[config.mk]
export PLATFORM = sky130hd
export DESIGN_NAME = wb_regfile
export DESIGN_NICKNAME = d
export VERILOG_FILES = /design/src/rtl/mips_pkg.sv /design/src/rtl/wb_hilo_unit.sv /design/src/rtl/wb_regfile.sv
export SDC_FILE = /design/constraint.sdc
export NUM_CORES = 2
export LEC_CHECK = 0
export BUFFER_PORTS_ARGS = -buffer_cell sky130_fd_sc_hd__buf_2
export CORE_ASPECT_RATIO = 0.75
export CORE_MARGIN = 2
export CORE_UTILIZATION = 57
export CTS_CLUSTER_DIAMETER = 100
export DETAILED_ROUTE_END_ITERATION = 8
export PLACE_DENSITY_LB_ADDON = 0.25
export SLEW_MARGIN = 20
export SYNTH_ARGS = -nofsm -noshare
export SYNTH_HDL_FRONTEND = slang
export SYNTH_SLANG_ARGS = --single-unit
[constraint.sdc]
create_clock -name clk -period 2.75 [get_ports clk]
set_clock_uncertainty 0.05 [all_clocks]
set_input_delay 0.1375 -clock clk [delete_from_list [all_inputs] [get_ports clk]]
set_output_delay 0.1375 -clock clk [all_outputs]
set_load 0.02 [all_outputs]
[src/rtl/mips_pkg.sv]
// Shared MIPS pipeline definitions: write-back control bundle layout and
// architectural register constants used by the WB stage and the register file.
package mips_pkg;

  localparam int CTRL_W     = 18;
  localparam int CTRL_RF_EN = 8;
  localparam int CTRL_HI_EN = 1;
  localparam int CTRL_LO_EN = 0;
  localparam int REG_ZERO   = 0;

  // Bits of the control bundle that the register file actually consumes
  localparam logic [CTRL_W-1:0] CTRL_USED_MASK =
      (CTRL_W'(1) << CTRL_RF_EN) |
      (CTRL_W'(1) << CTRL_HI_EN) |
      (CTRL_W'(1) << CTRL_LO_EN);

  // Decoded write-back enables
  typedef struct packed {
    logic rf_en;
    logic hi_en;
    logic lo_en;
  } wb_en_t;

endpackage

[src/rtl/wb_hilo_unit.sv]
// HI/LO special registers with same-cycle write bypass on their outputs.
module wb_hilo_unit #(
  parameter int DATA_W = 32
) (
  input  logic              clk,
  input  logic              reset,
  input  logic              i_hi_en,
  input  logic              i_lo_en,
  input  logic [DATA_W-1:0] i_hi_data,
  input  logic [DATA_W-1:0] i_lo_data,
  output logic [DATA_W-1:0] o_hi_data,
  output logic [DATA_W-1:0] o_lo_data
);

  logic [DATA_W-1:0] r_hi;
  logic [DATA_W-1:0] r_lo;

  // Independent HI/LO loads; reset wins over any write in the same cycle
  always_ff @(posedge clk) begin
    if (reset) begin
      r_hi <= '0;
      r_lo <= '0;
    end else begin
      if (i_hi_en) r_hi <= i_hi_data;
      if (i_lo_en) r_lo <= i_lo_data;
    end
  end

  // Bypass: a write in flight is visible in the same cycle
  always_comb begin
    o_hi_data = i_hi_en ? i_hi_data : r_hi;
    o_lo_data = i_lo_en ? i_lo_data : r_lo;
  end

endmodule

[src/rtl/wb_regfile.sv]
// Write-back register file: 32-entry GPR array with two bypassed read ports,
// HI/LO pair, and a diagnostic count of committed GPR writes.
module wb_regfile
  import mips_pkg::*;
#(
  parameter int DATA_W = 32,
  parameter int ADDR_W = 5
) (
  input  logic              clk,
  input  logic              reset,
  input  logic [CTRL_W-1:0] wb_control,
  input  logic [ADDR_W-1:0] wb_dest,
  input  logic [DATA_W-1:0] wb_data,
  input  logic [DATA_W-1:0] wb_hi_data,
  input  logic [DATA_W-1:0] wb_lo_data,
  input  logic [ADDR_W-1:0] rs_addr,
  input  logic [ADDR_W-1:0] rt_addr,
  output logic [DATA_W-1:0] rs_data,
  output logic [DATA_W-1:0] rt_data,
  output logic [DATA_W-1:0] hi_data,
  output logic [DATA_W-1:0] lo_data,
  output logic [15:0]       wr_count
);

  localparam int DEPTH = 2 ** ADDR_W;

  logic [DATA_W-1:0] r_regs [DEPTH];
  logic [15:0]       r_wr_count;
  wb_en_t            w_en;
  logic              w_gpr_commit;
  logic              w_ctrl_unused;

  // Decode the enables out of the control bundle; other bits are don't-care
  always_comb begin
    w_en.rf_en    = wb_control[CTRL_RF_EN];
    w_en.hi_en    = wb_control[CTRL_HI_EN];
    w_en.lo_en    = wb_control[CTRL_LO_EN];
    w_gpr_commit  = w_en.rf_en && (wb_dest != ADDR_W'(REG_ZERO));
    w_ctrl_unused = ^(wb_control & ~CTRL_USED_MASK);
  end

  // GPR storage and write counter; r0 writes are dropped and not counted
  always_ff @(posedge clk) begin
    if (reset) begin
      for (int unsigned i = 0; i < DEPTH; i++) r_regs[i] <= '0;
      r_wr_count <= '0;
    end else if (w_gpr_commit) begin
      r_regs[wb_dest] <= wb_data;
      r_wr_count      <= r_wr_count + 16'd1;
    end
  end

  // Read port A: r0 hard zero, then bypass of the in-flight write, then storage
  always_comb begin
    rs_data = r_regs[rs_addr];
    if (rs_addr == ADDR_W'(REG_ZERO))            rs_data = '0;
    else if (w_en.rf_en && (wb_dest == rs_addr)) rs_data = wb_data;
  end

  // Read port B: same priority as port A
  always_comb begin
    rt_data = r_regs[rt_addr];
    if (rt_addr == ADDR_W'(REG_ZERO))            rt_data = '0;
    else if (w_en.rf_en && (wb_dest == rt_addr)) rt_data = wb_data;
  end

  assign wr_count = r_wr_count;

  wb_hilo_unit #(
    .DATA_W (DATA_W)
  ) u_hilo (
    .clk       (clk),
    .reset     (reset),
    .i_hi_en   (w_en.hi_en),
    .i_lo_en   (w_en.lo_en),
    .i_hi_data (wb_hi_data),
    .i_lo_data (wb_lo_data),
    .o_hi_data (hi_data),
    .o_lo_data (lo_data)
  );

endmodule

==> impl_metrics.env <==
export IMPL_outcome="finished with violations"
export IMPL_violations="setup timing"
export IMPL_setup_slack_ps=-174
export IMPL_vias_per_cell=6.98
export IMPL_hold_viol_final=0
export IMPL_numCtsBuffers=108
export IMPL_clock_fmax_ghz=0.342
export IMPL_start_kind="flip-flop"
export IMPL_rows=102
export IMPL_final_cell_mix="edfxtp_1 (1024), and2_1 (996), mux4_2 (464), buf_4 (244), buf_2 (211)"
export IMPL_antenna_found_initial=15
export IMPL_final_nets=4536
export IMPL_end_kind="output port"
export IMPL_combPwrFrac_pct=15.0
export IMPL_area_growth_pct=17.0
export IMPL_io_pins=275
export IMPL_seqPwrFrac_pct=47.1
export IMPL_start_util_pct=57.3
export IMPL_grt_pass1_wl_um=281000
export IMPL_placedCellCount=5559
export IMPL_drtAntennaViolNets=0
export IMPL_crit_type="reg2out"
export IMPL_cts_tree="done"
export IMPL_synth_edf_count=1024
export IMPL_die_h_um=283
export IMPL_first_pass_iters=6
export IMPL_synthFlopType="edfxtp_1"
export IMPL_path_clk_slew_ps=60
export IMPL_fin_crit_ps=2920
export IMPL_grt_max_degree=144
export IMPL_power_switching_w=0.0107
export IMPL_fillers=7090
export IMPL_rsz0062_at_grt="yes"
export IMPL_syn_cell_area_sq_um=59000
export IMPL_clock_latency_ps=720
export IMPL_vdd_ir_drop_max_mv=0.587
export IMPL_drive_gt1_share_pct=33.3
export IMPL_final_util_pct=67.1
export IMPL_clock_sinks=1104
export IMPL_crit_fanout=2
export IMPL_vias=40868
export IMPL_worstMarginPinSlew_ps=905
export IMPL_hp_class="in2reg"
export IMPL_wirelength_um=197000
export IMPL_syn_avg_cell_area_sq_um=14.6
export IMPL_netlist_instances=4045
export IMPL_ys_seq_area_share_pct=54.9
export IMPL_yosysUniqueCellTypes=68
export IMPL_drcViolationCount=0
export IMPL_post_dp_hpwl_um=119000
export IMPL_gp_congestion=0.941
export IMPL_p_sw_share_pct=25.7
export IMPL_cp_arrival_ps=2740
export IMPL_layout_area_seq_sq_um=32400
export IMPL_wl_per_cell_um=33.7
export IMPL_core_sq_um=103000
export IMPL_hold_slack_ps=22.1
export IMPL_intPower_w=0.0311
export IMPL_multi_input_area_sq_um=25700
export IMPL_cts_root_buffer="clkbuf_16"
export IMPL_setup_violations=34
export IMPL_cp_data_required_time_ps=2560
export IMPL_drt_iter0_markers=6961
export IMPL_overflow=0
export IMPL_grt_pass1_vias=39870
export IMPL_yosysWarningCount=0
export IMPL_final_common_cell="edfxtp_1"
export IMPL_maxSlewViolCount=0
export IMPL_clock_power_share_pct=37.8
export IMPL_async_flop_share_pct=0
export IMPL_cap_violations=0
export IMPL_finalCritPeriodShare_pct=106
export IMPL_clockBufferDepth=3
export IMPL_die_area_sq_um=106000
export IMPL_relSlewSlack_pct=39.4
export IMPL_portBuffers=259
export IMPL_htree_levels=3
export IMPL_fp_dieW_um=375
export IMPL_p_leak_nw=24.9
export IMPL_p_per_area_nw_per_um2=606
export IMPL_grt_use_total_pct=37.4
export IMPL_synth_seq_cells=1104
export IMPL_finalNonFillerCells=5854
## layer usage
layer / part of all wire, % / global-route usage [%] / vias to the layer above
met5: 0.025 / 0 / -
met4: 4.6 / 16.1 / 10
met2: 43 / 53.9 / 3576
met3: 16 / 13.8 / 600
met1: 36 / 51.4 / 20506
li1: - / - / 16176
## through the flow
stage / TNS (ps) / cell area, sq um / worst slack [ps] / total power [W]
after detailed placement: -49.9 / 63300 / -31.0 / 0.0256
after floorplan: 0 / 59100 / 540 / 0.0233
after CTS: -2500 / 68600 / -146 / 0.0415
final: -2450 / 69000 / -174 / 0.0418
after global placement: -58.2 / 63300 / -38.5 / 0.0255
after global routing: -4780 / 69000 / -206 / 0.0427
## cells in the mapped netlist, types with 55 or more instances
cell type  number  share of area [%]
a211oi_1       59               0.75
a21oi_1        68               0.58
a221oi_1       55               0.82
and2_1        996                 11
buf_2          59               0.50
clkbuf_1      273                1.7
dfxtp_1        80                2.7
edfxtp_1     1024                 52
mux2_2         67                1.3
mux2i_1       216                3.7
mux4_2        464                 18
nor2_1         85               0.54
nor2b_1       116                1.2
o21ai_0        76               0.65
## state kept, by name, summed over array words and instances, names as in the netlist
name	count
u_hilo.r_hi	32
wr_count	16
u_hilo.r_lo	32
r_regs	1024
## layout make-up
| cell class | instances | share of cell area [%] |
|---|---|---|
| repair buffers | 638 | 7.95 |
| flip-flops and latches | 1104 | 46.9 |
| clock inverters | 73 | 1.17 |
| diodes | 8 | 0.0290 |
| clock buffers | 127 | 4.25 |
| well taps | 1352 | 2.45 |
| inverters | 8 | 0.0435 |
| multi-input cells | 2544 | 37.2 |
## power by group through the flow
stage | combinational [W] | sequential [W] | clock [W]
3_5_place_dp | 0.00560 | 0.0200 | 0
4_1_cts | 0.00598 | 0.0197 | 0.0159
2_1_floorplan | 0.00349 | 0.0199 | 0
6_report | 0.00628 | 0.0197 | 0.0158
3_3_place_gp | 0.00556 | 0.0200 | 0
5_1_grt | 0.00644 | 0.0198 | 0.0165
## final timing paths
kind / depth (start not counted) / slack [ps] / startpoint / to
max: 7 / -170 / r_regs[11][4] / rs_data[4]
min: 3 / 20 / reset / wr_count[0]
max reg2reg: 5 / 800 / wr_count[3] / wr_count[15]
min reg2reg: 2 / 440 / wr_count[15] / wr_count[15]
## timing repair
item                       in CTS  in global routing
setup endpoints to repair      56                 63
buffers inserted               16                  8
hold buffers                   72                  0
hold endpoints to repair      136                  0
pin swaps                      65                 42
gates resized for setup       190                 73
## critical path, stage by stage, from the launching register on
cell and delay (ps):
edfxtp_1 420, mux4_2 480, nor2b_1 170, a211oi_1 310, a21oi_1 160, o22ai_1 210, nor2_1 90, buf_2 170
## cells by family (layout without fill, tap and decap cells)
logic type | Yosys count | count (layout) | synth area share [%]
simple gates | 1345 | 1345 | 13.7
flops | 1104 | 1104 | 54.9
buf+inv | 428 | 846 | 3.65
xor+xnor | 18 | 18 | 0.267
compound gates | 401 | 401 | 4.76
other cells | 1 | 40 | 0.00636
mux | 747 | 747 | 22.7
fa+ha+maj | 1 | 1 | 0.0212
No activity file was read; power rests on OpenSTA's default activity.
